File: src/rtl/reg_hazard_scoreboard.sv
// ============================================================================
// Module   : reg_hazard_scoreboard
// Purpose  : ID-stage register scoreboard with per-register write-back
//            countdowns, per-port RAW hazard flags, stall/issue strobes and
//            occupancy/stall statistics. `SCOREBOARD_FWD_EN selects
//            EX/MEM-forwarding hazard threshold.
// Revision : 1.0 - initial release
// ============================================================================
`timescale 1ns/1ps
`default_nettype none

module reg_hazard_scoreboard #(
  parameter int REG_ADDR_WIDTH = 5,
  parameter int NUM_READ       = 2,
  parameter int CNT_WIDTH      = 3,
  parameter int ALU_LATENCY    = 1,
  parameter int LOAD_LATENCY   = 3
) (
  input  logic                               clk,
  input  logic                               rst,
  input  logic                               issue_valid,
  input  logic [NUM_READ-1:0]                rd_en,
  input  logic [NUM_READ*REG_ADDR_WIDTH-1:0] rd_addr,
  input  logic                               wr_en,
  input  logic [REG_ADDR_WIDTH-1:0]          wr_addr,
  input  logic                               wr_is_load,
  input  logic                               flush,
  output logic [NUM_READ-1:0]                hazard,
  output logic                               stall,
  output logic                               issue_fire,
  output logic [REG_ADDR_WIDTH:0]            busy_count,
  output logic [15:0]                        stall_cycles
);

  localparam int c_NUM_REGS = 2 ** REG_ADDR_WIDTH;
  localparam logic [CNT_WIDTH-1:0] c_ALU_LAT  = CNT_WIDTH'(ALU_LATENCY);
  localparam logic [CNT_WIDTH-1:0] c_LOAD_LAT = CNT_WIDTH'(LOAD_LATENCY);
`ifdef SCOREBOARD_FWD_EN
  // A counter of 1 means the value sits in EX/MEM and can be bypassed.
  localparam logic [CNT_WIDTH-1:0] c_THRESH = CNT_WIDTH'(2);
`else
  localparam logic [CNT_WIDTH-1:0] c_THRESH = CNT_WIDTH'(1);
`endif

  logic [CNT_WIDTH-1:0]      r_cnt      [c_NUM_REGS];
  logic [CNT_WIDTH-1:0]      w_cnt_next [c_NUM_REGS];
  logic [CNT_WIDTH-1:0]      w_wr_lat;
  logic [REG_ADDR_WIDTH:0]   w_busy_next;
  logic [REG_ADDR_WIDTH:0]   r_busy_count;
  logic [15:0]               r_stall_cycles;

  for (genvar i = 0; i < NUM_READ; i++) begin : g_hazard
    logic [REG_ADDR_WIDTH-1:0] w_addr;
    assign w_addr    = rd_addr[i*REG_ADDR_WIDTH +: REG_ADDR_WIDTH];
    assign hazard[i] = rd_en[i] && (w_addr != '0) && (r_cnt[w_addr] >= c_THRESH);
  end

  assign stall        = issue_valid && (|hazard);
  assign issue_fire   = issue_valid && !stall && !flush;
  assign w_wr_lat     = wr_is_load ? c_LOAD_LAT : c_ALU_LAT;
  assign busy_count   = r_busy_count;
  assign stall_cycles = r_stall_cycles;

  // New writes take the max with the decayed count so a younger short-latency
  // write never hides an older long-latency one (WAW).
  always_comb begin
    w_busy_next = '0;
    for (int r = 0; r < c_NUM_REGS; r++) begin
      w_cnt_next[r] = (r_cnt[r] != '0) ? (r_cnt[r] - CNT_WIDTH'(1)) : '0;
      if (flush || (r == 0)) begin
        w_cnt_next[r] = '0;
      end else if (issue_fire && wr_en && (wr_addr == REG_ADDR_WIDTH'(r)) &&
                   (w_cnt_next[r] < w_wr_lat)) begin
        w_cnt_next[r] = w_wr_lat;
      end
      if (w_cnt_next[r] != '0) begin
        w_busy_next = w_busy_next + 1'b1;
      end
    end
  end

  always_ff @(posedge clk or negedge rst) begin
    if (!rst) begin
      for (int r = 0; r < c_NUM_REGS; r++) begin
        r_cnt[r] <= '0;
      end
      r_busy_count   <= '0;
      r_stall_cycles <= '0;
    end else begin
      for (int r = 0; r < c_NUM_REGS; r++) begin
        r_cnt[r] <= w_cnt_next[r];
      end
      r_busy_count <= w_busy_next;
      if (stall && (r_stall_cycles != 16'hFFFF)) begin
        r_stall_cycles <= r_stall_cycles + 16'd1;
      end
    end
  end

endmodule

`default_nettype wire

File: config.mk
export PLATFORM = sky130hd
export DESIGN_NAME = reg_hazard_scoreboard
export DESIGN_NICKNAME = d
export VERILOG_FILES = /design/src/rtl/reg_hazard_scoreboard.sv
export SDC_FILE = /design/constraint.sdc
export NUM_CORES = 1
export LEC_CHECK = 0
export ABC_AREA = 1
export CAP_MARGIN = 20
export CORE_MARGIN = 5
export CORE_UTILIZATION = 40
export CTS_BUF_LIST = sky130_fd_sc_hd__clkbuf_8
export CTS_CLUSTER_DIAMETER = 40
export DETAILED_ROUTE_END_ITERATION = 10
export PLACE_DENSITY = 0.58
export SETUP_SLACK_MARGIN = 0.5
export SYNTH_ARGS = -nofsm -noshare
export SYNTH_HDL_FRONTEND = slang
export SYNTH_SLANG_ARGS = --single-unit
export TNS_END_PERCENT = 30
File: constraint.sdc
create_clock -name clk -period 18.7 [get_ports clk]
set_input_delay 4.675 -clock clk [delete_from_list [all_inputs] [get_ports clk]]
set_output_delay 4.675 -clock clk [all_outputs]
set_load 0.01 [all_outputs]
After elaboration in Yosys (flattened, before gate mapping)
Index checks and enable logic that the tools add are counted.
W data, S select, Z words.

word-level totals
  logic and storage cells = 433
  register bits = 115
  bits of input ports = 23
  output and inout bits = 26

cells by class
  bitwise logic cells = 2
  equal/unequal tests = 32
  reductions and logical operators = 138
  muxes and demuxes = 131
  magnitude comparators = 35
  add/sub/neg operators = 62

operators by type and width
  cell                     number
  $mux W3                  97
  $reduce_bool A3 Y1       62
  $add A6 B1 Y6 const B    30
  $mux W6                  30
  $lt A3 B2 Y1             31
  $sub A3 B1 Y3 const B    31
  $eq A5 B5 Y1 const B     16
  $logic_and A1 B1 Y1      71
  $eq A5 B4 Y1 const B     8
  $bmux W3 S5              2
  $eq A5 B3 Y1 const B     4
  $add A16 B1 Y16 const B  1
  $ne A16 B16 Y1 const B   1
  $ge A6 B6 Y1 const B     2
  $not A5 Y6               2
  $eq A5 B2 Y1 const B     2
  $reduce_bool A5 Y1       2
  $ge A3 B1 Y1 const B     2
  $eq A5 B1 Y1 const B     1
  $logic_not A1 Y1         2
  $mux W2                  1
  $reduce_or A2 Y1         1
  $mux W1                  1

Depth between registers and ports, before layout
  word-level depth = 78
  mapped depth = 115
  depth with buffers taken out = 112

Worst setup path before layout
No wires, ideal clock.

  path type = input to register
  start point = input wr_is_load
  end point = register r_busy_count[4] (netlist: busy_count[4])
  arrival time = 19.967 ns
  stages on the path = 102
  library setup time = 0.118 ns
  buffers on the path = 2
  slack = -1.385 ns
  path through = clkinv_1 -> clkbuf_1 -> clkbuf_1 -> ha_1 -> inv_1 -> nor2_1 -> nor3_1 -> o21ai_0 -> a21oi_1 -> nor3_1 -> ha_1 -> inv_1 -> nand3_1 -> nand2_2 -> inv_1 -> ha_1 -> nand2_1 -> nand2_1 -> [66 not listed] -> nand2_2 -> ha_1 -> nand2_1 -> nand2_1 -> ha_1 -> nand2_1 -> nand2_2 -> ha_1 -> nand2_1 -> nand2_2 -> ha_1 -> o21ai_1 -> inv_1 -> ha_1 -> nand4_1 -> nor2_2 -> xnor2_1 -> inv_1

RTL lines
  item                  line  source
  from (decl)           26    input logic wr_is_load,
  to (signal assigned)  93    r_busy_count <= w_busy_next;
  to (decl)             49    logic [REG_ADDR_WIDTH:0] r_busy_count;

==> run metrics <==
Worst path max stage delay 0.33 ns; CP max-delay cell ha_1; Hold Path Cell Cnt 1; routed len/inst 13.6 um; Placer Congestion 0.918; hold_sp stall_cycles[5]; initial core utilization 40.8%; most common cell after layout, fill and taps aside nand2_1; Worst Tran Pin Value 0.930 ns; count of cell types in the netlist 53; final slew viol count 0; layout cells sized above 1 21.1%; RSZ-0062 raised after global routing true; root buf cell clkbuf_8; mapped cell area 0.0121 sq mm; DRC Markers 0; Filler Cell Count 3039; largest net degree at the start of global routing 66; CTS max path bufs 2; TritonCTS buffer count 17; Max Freq 0.0564 GHz; via count 12500; die area 0.0340 sq mm; # setup viols final 0; Arrival @ worst endpoint 18.08 ns; Core ar. 0.0298 sq mm; ys async rst share 100%; critical path class in2reg; PortBufs 48; element type at the critical path end register; Max Cap Viol 0; DP Area 0.0137 sq mm; Reg2Reg Depth 106; r2r endpoint busy_count[4]; sequential share of power 42.6%; Worst setup SP type input port; fin nets 2195; combinational power share 18.7%; outcome complete, no violations; CTS clk-pin slew, worst paths 0.09 ns; Detailed Route WL 34300 um; H-tree depth 4; die width 184 um; chip height 184 um; slew margin rel. 37.5%; CTS Sinks 115; Lkg Pwr 8.56 nW; Design Area, Final 0.0149 sq mm; final antenna-violating net count 0; Psw 192 uW; Req. time, crit path 19.04 ns; Hold EP stall_cycles[5]; synthesized net count 2054; Iteration-0 DRC Markers 706; Post-Syn Instances 1969; sw frac 31.3%; Largest delay share family, worst path adder cells; EDFF count, synth 0; Syn. warnings 0; commonest cells after routing, fill and taps aside nand2_1 (432), inv_1 (364), nor2_1 (234); Global Route Usage Sum 19.8%; first-pass GRT wire length 55400 um; io pins 49; Most used DFF post-synth dfrtp_1; Seq/Total Area, Yosys 23.7%; Setup TNS Final 0 ns; Final Cycle Share 94.8%; hpwl dp 26200 um; Yosys reg bits 115; Cell Rows 63; Final Hold Fails 0; DRT Pass-1 Iters 5; area grow syn2layout 22.6%; clock network fraction of total power 38.7%; drt via density 4.98; CTS tree yes; Pint 421 uW; CP bufs+invs 9; Hold Crit Class reg2reg; reg-to-reg slack, setup 4.85 ns; vias in the first global route 11900; maximum VDD drop 0.0000405 V; Pwr Density 41.2 mW/mm^2; Antenna Cells 0; grt ovf 0; CP most frequent cell nand2_2; r2r startpoint r_cnt[64]; antenna violations before repair 0; Setup Skew 0.0188 ns; crit path time final 17.73 ns; Avg Cell Area, Syn 6.17 sq um; clock latency on the worst-skew pair 0.46 ns; CP max FO 5
-- state kept, by name (all words and copies together) (netlist names) --
name          flops
r_cnt            93
busy_count        6
stall_cycles     16
-- per-layer routing --
metal / part of all wire (%) / GRT usage (%) / vias up
met5: 0 / 0 / -
met4: 2.8 / 7.81 / 0
met3: 3.8 / 2.21 / 67
met2: 48 / 34.4 / 221
met1: 46 / 25.2 / 5740
li1: - / - / 6493
-- synth_stat cells (7+ instances only) --
cell / instances / area [sq um]
nand2_2: 105 / 657
nor2_2: 8 / 50.1
nand3_1: 190 / 951
nor2_4: 7 / 78.8
nand2_1: 476 / 1790
inv_2: 9 / 33.8
nand3_2: 51 / 510
nor3b_1: 12 / 90.1
a21oi_1: 88 / 440
nor2_1: 242 / 908
clkbuf_1: 11 / 41.3
inv_1: 369 / 1390
o21ai_0: 37 / 185
nand4_1: 12 / 75.1
dfrtp_1: 115 / 2880
nor3_1: 67 / 335
xor2_1: 10 / 87.6
nand3b_1: 8 / 60.1
ha_1: 62 / 776
xnor2_1: 8 / 70.1
o21ai_1: 9 / 45.0
-- kinds of logic after synthesis --
logic type,share of synthesized area (%)
simple gates,48.0
buf+inv,13.4
compound gates,7.21
flops,23.7
fa+ha+maj,6.39
xor+xnor,1.30
-- how the worst max path moves through the flow --
stage	start	end	slack (ns)	cells after the start
after detailed placement	rd_addr[6]	busy_count[4]	-0.45	109
after global routing	rd_addr[5]	busy_count[5]	0.26	111
after floorplan	rd_addr[6]	busy_count[4]	0.53	110
after global placement	rd_addr[0]	busy_count[5]	-0.15	112
after CTS	rd_addr[2]	busy_count[4]	0.50	107
final	rd_addr[6]	busy_count[4]	0.97	110
-- what timing repair did --
action,in CTS,in global routing
cloned,3,0
gates resized for setup,21,121
endpoints found under the setup margin,5,5
hold buffers,0,0
buffers inserted,18,11
pin swaps,30,88
-- cell type report --
type / count / area [sq um] / area share (%)
Inverter: 385 / 1470 / 9.89
Sequential cell: 115 / 2880 / 19.3
Multi-Input combinational cell: 1448 / 8380 / 56.2
Timing Repair Buffer: 143 / 1290 / 8.67
Clock inverter: 15 / 158 / 1.06
Clock buffer: 17 / 234 / 1.57
Tap cell: 390 / 488 / 3.28
-- power groups by stage --
stage                     combinational [mW]  clock [mW]  sequential (mW)
after CTS                              0.105       0.242            0.261
after global placement                 0.100           0            0.266
final                                  0.115       0.238            0.261
after floorplan                       0.0548           0            0.268
after detailed placement               0.102           0            0.266
after global routing                   0.125       0.253            0.262
-- worst reg2reg max path, delay by kind of cell (launching register included) --
kind                       cells  cell delay (ns)
DFF                            1             0.40
xor gates and xnor gates       1             0.11
and+or+nand+nor               66             5.43
buffers and inverters          6             0.38
adders and majority gates     29             7.01
AOI/OAI and AO/OA              4             0.42
-- metrics by stage --
stage	worst slack [ns]	cells	power (mW)	hold WS, ns	utilization (%)
2_1_floorplan	0.529	1969	0.323	0.516	-
4_1_cts	0.502	2502	0.609	0.501	48.0
6_report	0.968	2513	0.614	0.492	50.0
3_3_place_gp	-0.148	2449	0.366	0.485	45.9
3_5_place_dp	-0.449	2449	0.368	0.485	45.9
5_1_grt	0.256	2513	0.640	0.524	50.0
No activity file was read; power rests on OpenSTA's default activity.
